--- src/rtl/uart_cmd_pkg.sv ---
// Shared constants for the UART command bridge: FSM state codes,
// command opcodes and response bytes.
// Imported by the bridge top and by its response queue.
package uart_cmd_pkg;

  localparam logic [2:0] ST_IDLE      = 3'd0;
  localparam logic [2:0] ST_GET_ADDR  = 3'd1;
  localparam logic [2:0] ST_GET_DATA  = 3'd2;
  localparam logic [2:0] ST_BUS       = 3'd3;
  localparam logic [2:0] ST_SEND      = 3'd4;
  localparam logic [2:0] ST_SEND_WAIT = 3'd5;

  localparam logic [7:0] OP_WR   = 8'h57;  // 'W'
  localparam logic [7:0] OP_RD   = 8'h52;  // 'R'
  localparam logic [7:0] RSP_OK  = 8'h4B;  // 'K'
  localparam logic [7:0] RSP_ERR = 8'h3F;  // '?'

endpackage

--- src/rtl/uart_cmd_txq.sv ---
// Response queue: holds up to DATA_BYTES reply bytes and sends them MSB first.
// One byte per SEND/SEND_WAIT pair, i.e. at most one wr_uart every 2 cycles.
// Waits in SEND while tx_full = 1; the dead cycle covers the tx_full rise latency.
module uart_cmd_txq
  import uart_cmd_pkg::*;
#(
  parameter int DATA_BYTES = 2
) (
  input  logic                    clk,
  input  logic                    rst_n,
  input  logic                    load,
  input  logic [8*DATA_BYTES-1:0] load_data,
  input  logic [7:0]              load_count,
  input  logic                    tx_full,
  output logic [7:0]              wr_data,
  output logic                    wr_uart,
  output logic                    done
);

  localparam int DW = 8 * DATA_BYTES;

  logic [2:0]    phase;
  logic [DW-1:0] shreg;
  logic [7:0]    count;

  // Last dead cycle with nothing left: the owner returns to IDLE on this edge.
  assign done = (phase == ST_SEND_WAIT) && (count == 8'd0);

  // Load, then alternate SEND (emit top byte when tx is free) and SEND_WAIT.
  always_ff @(posedge clk or negedge rst_n) begin
    if (!rst_n) begin
      phase   <= ST_IDLE;
      shreg   <= '0;
      count   <= 8'd0;
      wr_data <= 8'd0;
      wr_uart <= 1'b0;
    end else begin
      wr_uart <= 1'b0;
      case (phase)
        ST_IDLE: begin
          if (load) begin
            shreg <= load_data;
            count <= load_count;
            phase <= ST_SEND;
          end
        end
        ST_SEND: begin
          if (!tx_full) begin
            wr_data <= shreg[DW-1 -: 8];
            wr_uart <= 1'b1;
            shreg   <= shreg << 8;
            count   <= count - 8'd1;
            phase   <= ST_SEND_WAIT;
          end
        end
        ST_SEND_WAIT: phase <= (count != 8'd0) ? ST_SEND : ST_IDLE;
        default:      phase <= ST_IDLE;
      endcase
    end
  end

endmodule

--- src/rtl/uart_cmd_bridge.sv ---
// UART command bridge: decodes 'W'/'R' byte commands into req/ack bus cycles.
// Latency: bus request one cycle after the last command byte; reply after ack.
// Consumes at most one byte every 2 cycles; bytes arriving while busy stay in the UART.
module uart_cmd_bridge
  import uart_cmd_pkg::*;
#(
  parameter int ADDR_BYTES  = 3,
  parameter int DATA_BYTES  = 2,
  parameter int TIMEOUT_CYC = 50000000
) (
  input  logic                    clk,
  input  logic                    rst_n,
  input  logic [7:0]              rd_data,
  input  logic                    rx_empty,
  output logic                    rd_uart,
  output logic [7:0]              wr_data,
  output logic                    wr_uart,
  input  logic                    tx_full,
  output logic                    bus_req,
  output logic                    bus_we,
  output logic [8*ADDR_BYTES-1:0] bus_addr,
  output logic [8*DATA_BYTES-1:0] bus_wdata,
  input  logic [8*DATA_BYTES-1:0] bus_rdata,
  input  logic                    bus_ack,
  output logic                    busy,
  output logic                    err_pulse
);

  localparam int AW = 8 * ADDR_BYTES;
  localparam int DW = 8 * DATA_BYTES;
  localparam int TW = $clog2(TIMEOUT_CYC);

  logic [2:0]    state;
  logic [7:0]    bcnt;
  logic [TW-1:0] tcnt;
  logic          take;
  logic          load;
  logic [DW-1:0] load_data;
  logic [7:0]    load_count;
  logic          tx_done;

  // A byte is taken only in receiving states, and never in the cycle right
  // after a take, because rx_empty has not yet reflected that pop.
  assign take = ((state == ST_IDLE) || (state == ST_GET_ADDR) || (state == ST_GET_DATA))
                && !rx_empty && !rd_uart;

  // Select what the response queue is loaded with: '?', 'K' or the read data.
  always_comb begin
    load       = 1'b0;
    load_data  = '0;
    load_count = 8'd1;
    if ((state == ST_IDLE) && take && (rd_data != OP_WR) && (rd_data != OP_RD)) begin
      load      = 1'b1;
      load_data = DW'(RSP_ERR) << (DW - 8);
    end else if ((state == ST_BUS) && bus_req && bus_ack) begin
      load = 1'b1;
      if (bus_we) begin
        load_data = DW'(RSP_OK) << (DW - 8);
      end else begin
        load_data  = bus_rdata;
        load_count = 8'(DATA_BYTES);
      end
    end
  end

  // Command FSM: byte intake, address/data assembly, timeout and bus handshake.
  always_ff @(posedge clk or negedge rst_n) begin
    if (!rst_n) begin
      state     <= ST_IDLE;
      bcnt      <= 8'd0;
      tcnt      <= '0;
      rd_uart   <= 1'b0;
      bus_req   <= 1'b0;
      bus_we    <= 1'b0;
      bus_addr  <= '0;
      bus_wdata <= '0;
      busy      <= 1'b0;
      err_pulse <= 1'b0;
    end else begin
      rd_uart   <= take;
      err_pulse <= 1'b0;
      case (state)
        ST_IDLE: begin
          if (take) begin
            busy <= 1'b1;
            if ((rd_data == OP_WR) || (rd_data == OP_RD)) begin
              bus_we <= (rd_data == OP_WR);
              bcnt   <= 8'd0;
              tcnt   <= '0;
              state  <= ST_GET_ADDR;
            end else begin
              err_pulse <= 1'b1;
              state     <= ST_SEND;
            end
          end
        end
        ST_GET_ADDR, ST_GET_DATA: begin
          if (take) begin
            tcnt <= '0;
            bcnt <= bcnt + 8'd1;
            if (state == ST_GET_ADDR) begin
              bus_addr <= (bus_addr << 8) | AW'(rd_data);
              if (bcnt == 8'(ADDR_BYTES - 1)) begin
                bcnt  <= 8'd0;
                state <= bus_we ? ST_GET_DATA : ST_BUS;
              end
            end else begin
              bus_wdata <= (bus_wdata << 8) | DW'(rd_data);
              if (bcnt == 8'(DATA_BYTES - 1)) begin
                bcnt  <= 8'd0;
                state <= ST_BUS;
              end
            end
          end else if (tcnt == TW'(TIMEOUT_CYC - 1)) begin
            // Host went silent mid-command: drop it without a reply.
            err_pulse <= 1'b1;
            tcnt      <= '0;
            bcnt      <= 8'd0;
            busy      <= 1'b0;
            state     <= ST_IDLE;
          end else begin
            tcnt <= tcnt + 1'b1;
          end
        end
        ST_BUS: begin
          if (!bus_req) begin
            bus_req <= 1'b1;
          end else if (bus_ack) begin
            bus_req <= 1'b0;
            state   <= ST_SEND;
          end
        end
        ST_SEND: begin
          if (tx_done) begin
            busy  <= 1'b0;
            state <= ST_IDLE;
          end
        end
        default: begin
          busy  <= 1'b0;
          state <= ST_IDLE;
        end
      endcase
    end
  end

  uart_cmd_txq #(
    .DATA_BYTES(DATA_BYTES)
  ) u_txq (
    .clk        (clk),
    .rst_n      (rst_n),
    .load       (load),
    .load_data  (load_data),
    .load_count (load_count),
    .tx_full    (tx_full),
    .wr_data    (wr_data),
    .wr_uart    (wr_uart),
    .done       (tx_done)
  );

endmodule

--- config.mk ---
export PLATFORM = sky130hd
export DESIGN_NAME = uart_cmd_bridge
export DESIGN_NICKNAME = d
export VERILOG_FILES = /design/src/rtl/uart_cmd_pkg.sv /design/src/rtl/uart_cmd_txq.sv /design/src/rtl/uart_cmd_bridge.sv
export SDC_FILE = /design/constraint.sdc
export NUM_CORES = 1
export LEC_CHECK = 0
export CORE_ASPECT_RATIO = 1.1
export CORE_UTILIZATION = 45
export CTS_CLUSTER_DIAMETER = 40
export DETAILED_ROUTE_END_ITERATION = 7
export PLACE_DENSITY = 0.69
export SLEW_MARGIN = 20
export SYNTH_ARGS = -nofsm -noshare
export SYNTH_HDL_FRONTEND = slang
export SYNTH_SLANG_ARGS = --single-unit
--- constraint.sdc ---
create_clock -name clk -period 4.19 [get_ports clk]
set_input_delay 0.838 -clock clk [delete_from_list [all_inputs] [get_ports clk]]
set_output_delay 0.838 -clock clk [all_outputs]
set_load 0.01 [all_outputs]
== Word-level counts from Yosys, hierarchy flattened ==
Cells that the tools add are included.

* Flip-flop bits (word level): 118
* Output and inout bits: 54
* Logic and storage cells: 135
* Input port bits: 29

* Add/sub/neg operators: 3
* Mux-type cells: 57
* Equality and inequality tests: 25
* Bitwise operators: 5
* Reductions and logical operators: 30

{| class="wikitable"
|+ Operator list
! cell !! count
|-
| two-way mux 26 bit || 4
|-
| two-way mux 16 bit || 5
|-
| two-way mux 8 bit || 10
|-
| one-hot mux 26 bit (2 select lines) || 1
|-
| two-way mux 3 bit || 13
|-
| one-hot mux 16 bit (2 select lines) || 1
|-
| one-hot mux 8 bit (2 select lines) || 2
|-
| adder 26 x 1 -> 26 bit (second input constant) || 1
|-
| == test 26 bit (second input constant) || 1
|-
| OR 24 x 8 -> 24 bit || 1
|-
| == test 8 x 7 -> 1 bit (second input constant) || 2
|-
| inequality test 2 bit (second input constant) || 8
|-
| inequality test 8 x 7 -> 1 bit (second input constant) || 2
|-
| OR 16 x 8 -> 16 bit || 1
|-
| two-way mux 1 bit || 15
|-
| AND reduction 3 bit || 5
|-
| one-hot mux 3 bit (4 select lines) || 1
|-
| == test 3 bit (second input constant) || 3
|-
| one-hot mux 3 bit (3 select lines) || 1
|-
| adder 8 x 1 -> 8 bit (second input constant) || 1
|-
| == test 8 x 1 -> 1 bit (second input constant) || 1
|-
| == test 8 x 2 -> 1 bit (second input constant) || 1
|-
| logical AND 1 bit || 8
|-
| zero test 8 bit || 1
|-
| 20 further kinds || 31
|}

== Longest topological paths before layout ==
* Word-level depth: 11
* Gate-level depth with buffers: 8
* Gate-level depth less buffers: 6

== Cells and area by module ==
A second synthesis with hierarchy kept.

* Cells, all modules: 515
* Area total of the unflattened synthesis: 5,654.2 µm²

{| class="wikitable"
|+ By module, submodules not included
! module !! area each (µm²) !! cells an instance !! seq. area each (µm²) !! instances
|-
| uart_cmd_bridge || 4,036.4 || 375 || 2,052.0 || 1
|-
| uart_cmd_txq || 1,617.8 || 140 || 875.8 || 1
|}

== Worst setup path after synthesis ==
Ideal clock, no wire load.

* Path kind: input to register
* Start point: input rx_empty
* End point: register u_txq.shreg[2]
* Path buffers: 1
* Data required time: 4,069 ps
* Setup time: 121 ps
* Cell stages on the path: 5
* Arrival: 2,269 ps
* Path slack: 1,800 ps
* Path through: or3_1 > a311oi_4 > o31ai_2 > clkbuf_1 > a22o_1

* Word-level cells in the longest chain between the ends: 9
* Elaborated cells on any way between the ends: 12
* Classes of those cells: 1 x eq/ne; 4 x mux; 7 x reduce/logical

{| class="wikitable"
|+ RTL lines
! element !! RTL line !! text
|-
| from (decl) || uart_cmd_bridge.sv:14 || <nowiki>input logic rx_empty,</nowiki>
|-
| zero test 1 bit (*) || uart_cmd_bridge.sv:45 || <nowiki>&& !rx_empty && !rd_uart;</nowiki>
|-
| logical AND 1 bit (*) (2 in a row) || uart_cmd_bridge.sv:45 ||
|-
| logical AND 1 bit (*) (3 in a row) || uart_cmd_bridge.sv:52 || <nowiki>if ((state == ST_IDLE) && take && (rd_data != OP_WR) && (rd_data != OP_RD)) begin</nowiki>
|-
| two-way mux 16 bit / two-way mux 1 bit (equally long branches) || uart_cmd_bridge.sv:52 ||
|-
| two-way mux 16 bit / inequality test 2 bit (equally long branches) || n/a ||
|-
| one-hot mux 16 bit (2 select lines) / AND reduction 3 bit (equally long branches) || n/a ||
|-
| to (signal assigned) || uart_cmd_txq.sv:42 || <nowiki>shreg <= load_data;</nowiki>
|-
| to (signal assigned) || uart_cmd_txq.sv:51 || <nowiki>shreg <= shreg << 8;</nowiki>
|-
| to (decl) || uart_cmd_txq.sv:23 || <nowiki>logic [DW-1:0] shreg;</nowiki>
|}

Every way passes the cells marked *; elsewhere a longest branch is shown, timed or not. The select of a mux whose other input is x is not followed.
A chain may end at the register's enable or synchronous reset.

== Final worst setup path ==
* Start point: input rd_data[4]
* End point: register tcnt[18]

* Word-level cells in the longest chain between the ends: 4
* Elaborated cells on any way between the ends: 5
* Classes of those cells: 3 x eq/ne; 2 x reduce/logical

{| class="wikitable"
|+ RTL lines
! element !! RTL line !! text
|-
| from (decl) || uart_cmd_bridge.sv:13 || <nowiki>input logic [7:0] rd_data,</nowiki>
|-
| == test 8 x 7 -> 1 bit || uart_cmd_bridge.sv:86 || <nowiki>if ((rd_data == OP_WR) || (rd_data == OP_RD)) begin</nowiki>
|-
| logical OR 1 bit (*) || uart_cmd_bridge.sv:86 ||
|-
| inequality test 2 x 1 -> 1 bit (no line) (*) || n/a ||
|-
| AND reduction 3 bit (no line) (*) || n/a ||
|-
| to (signal assigned) || uart_cmd_bridge.sv:122 || <nowiki>tcnt <= tcnt + 1'b1;</nowiki>
|-
| to (decl) || uart_cmd_bridge.sv:35 || <nowiki>logic [TW-1:0] tcnt;</nowiki>
|}

Every way passes the cells marked *; elsewhere a longest branch is shown, timed or not.

==> qor.txt <==
share of post-route cells with drive strength above 1 - 13.2%
die area - 12700 sq um
hold path cells - 2
PD cells - 519 nW/um^2
Worst R2R Setup Slack - 1.72 ns
num ports - 83
GRT Util Overall - 21.8%
leakage - 3.19 nW
Final Max Slew Viols - 0
nets - 644
maximum vdd drop - 0.291 mV
HPWL after DPL - 8830 um
Synth Register Bits - 117
share of the synthesized area in the top cell type - 53.3%
routed vias/inst - 5.64
synth top area cells - dfrtp_1 (53%), mux2_2 (6.6%), nand2_1 (5.3%)
logic gate share of total power - 20.7%
RSZ-0062 raised after global routing - false
CTS tree - built
status - complete, no violations
Avg Inst Size Synth - 10.5 sq um
global-route wire length before repair - 21300 um
antenna violations before repair - 0
GRT overflow - 0
Post-CTS Hold Fix Bufs - 0
Top FF cell, synth - dfrtp_1
Critical Path Source Type - input port
final total power - 3.64 mW
Final Hold Fails - 0
Psw - 0.991 mW
FF-to-FF Start - state[0]
MaxCap Viol Count - 0
top achievable clock speed - 339 MHz
Final Skew - 0.00663 ns
P&R area growth vs syn - 27.9%
Layout Cells excl Fill - 769
Least-Margin Pin Slew - 0.832 ns
IO buf count - 82
Final setup viols - 0
DRC - 0
FILL cells - 1012
Ant. Diodes - 0
CTS H-tree lvls - 4
total CTS buffers - 17
root buffer cell - clkbuf_16
Die Span Y - 118 um
CP endpoint kind - flip-flop
vias - 4338
pin count of the biggest net entering global routing - 68
sequential share of power - 41.7%
postcts setup bufs - 0
Pre-Repair DR Iteration Count - 5
hold path startpoint - bus_addr[19]
Routed WL - 12600 um
Synth Instances - 522
Clock Latency Late Sink - 0.41 ns
Worst slew margin - 44.5%
Sw Share - 27.2%
Initial Util - 47.0%
Min Hold Slack - 0.470 ns
Final Cell Area - 7030 sq um
vias in the first global route - 4343
R2R Path End - u_txq.shreg[15]
Post-Syn Nets - 557
area of the mapped netlist - 5490 sq um
crit path DAT - 3.27 ns
hold path endpoint - bus_addr[19]
gpl congestion - 0.815
Detail Route Antenna Nets - 0
worst min path class - reg2reg
drt wl/cell - 16.4 um
clock-pin slew on the worst setup and hold paths - 0.05 ns
Crit Path Category - in2reg
# resized after CTS - 0
post-synthesis async set-or-reset flop share - 100%
width of the die - 107 um
Core Area - 11700 sq um
internal power - 2.65 mW
crit-path max FO - 9
fin crit period - 2.95 ns
Placed Area - 6470 sq um
sequential area share after synthesis - 53.3%
Post-synth top cells - dfrtp_1 (117), nand2_1 (77), nor2_1 (43)
synth warn - 0
# rows - 41
TNS Setup - 0 ns
First DRT Iteration DRCs - 196
post-synthesis cell type count - 63
reg2reg path depth - 5
count leader, synth - dfrtp_1
Yosys top cell by area - dfrtp_1
placed cells - 740
Req. time, crit path - 4.52 ns
number of enable flip-flop cells after synthesis - 0
Clk pwr share - 37.6%
Clock Tree Buf Depth - 2
Sink Count - 117
fin crit share - 70.3%
==> critical path, stage by stage <==
cell and delay, ns:
clkdlybuf4s50_1 0.54, nor4bb_1 0.47, a41o_1 0.39, nand2_1 0.28
or4_1 0.58, a21oi_1 0.16
==> stage by stage <==
stage / setup slack [ns] / util (%)
final: 1.24 / 60.1
after floorplan: 1.80 / -
after global routing: 1.16 / 60.1
after CTS: 1.20 / 60.1
after global placement: 0.935 / 55.3
after detailed placement: 0.769 / 55.3
==> placed cells by master, fill, tap and decap left out, types with 6 or more instances in the layout <==
master / Yosys / final
nor3_1: 6 / 6
clkbuf_16: 0 / 17
nand3_1: 18 / 18
nor2_1: 43 / 43
nand4_1: 11 / 11
buf_4: 0 / 9
nand2_1: 77 / 77
o21ai_0: 14 / 14
and3_1: 8 / 8
a21oi_1: 28 / 28
mux2_2: 32 / 32
xor2_1: 10 / 10
a21o_1: 6 / 6
o31ai_1: 11 / 11
inv_1: 10 / 10
xnor2_1: 6 / 6
or4_1: 9 / 9
ha_1: 6 / 6
dfrtp_1: 117 / 117
a22o_1: 12 / 12
clkdlybuf4s50_1: 0 / 81
==> flip-flops by register name, indices dropped and copies added (netlist names), 2 cells and up <==
register,cells
bus_addr,24
u_txq.count,8
state,3
bcnt,8
bus_wdata,16
u_txq.shreg,16
tcnt,26
u_txq.phase,2
u_txq.wr_data,8
==> power by group through the flow <==
stage               clock (mW)  sequential, mW  combinational, mW
global route              1.45            1.55              0.829
detailed placement           0            1.53              0.757
finish                    1.37            1.52              0.754
floorplan                    0            1.53              0.343
CTS                       1.40            1.52              0.766
global placement             0            1.52              0.749
==> area by class of cell <==
| cell class | count | area (sq um) | share of cell area, % |
|---|---|---|---|
| flip-flops and latches | 117 | 2930 | 41.7 |
| multi-input cells | 372 | 2430 | 34.7 |
| repair buffers | 90 | 878 | 12.5 |
| clock buffers | 24 | 482 | 6.86 |
| well taps | 150 | 188 | 2.67 |
| clock inverters | 5 | 75.1 | 1.07 |
| inverters | 11 | 41.3 | 0.588 |
==> kinds of logic (layout without fill, tap and decap cells) <==
family,Yosys count,after routing,share of synthesized area (%)
xor+xnor,16,16,2.55
flops,117,117,53.3
simple gates,213,213,20.1
fa+ha+maj,6,6,1.37
buf+inv,33,130,2.37
compound gates,102,102,13.2
mux,35,35,7.11
==> per-layer routing <==
layer  GRT usage, %  vias to the layer above  wire [um]
met4           9.59                        0        290
met1           28.2                     2132       5560
li1               -                     2061          -
met2           34.4                      117       6240
met3           5.43                       28        548
met5              0                        -          0
==> how the worst max path moves through the flow <==
| stage | cells past startpoint | start | endpoint |
|---|---|---|---|
| finish | 6 | rd_data[4] | tcnt[18] |
| global route | 6 | rd_data[4] | tcnt[18] |
| CTS | 6 | rd_data[4] | tcnt[18] |
| detailed placement | 6 | rd_data[4] | tcnt[18] |
| global placement | 6 | rd_data[4] | tcnt[18] |
| floorplan | 5 | rx_empty | u_txq.shreg[2] |
(Power assumes the default switching activity.)
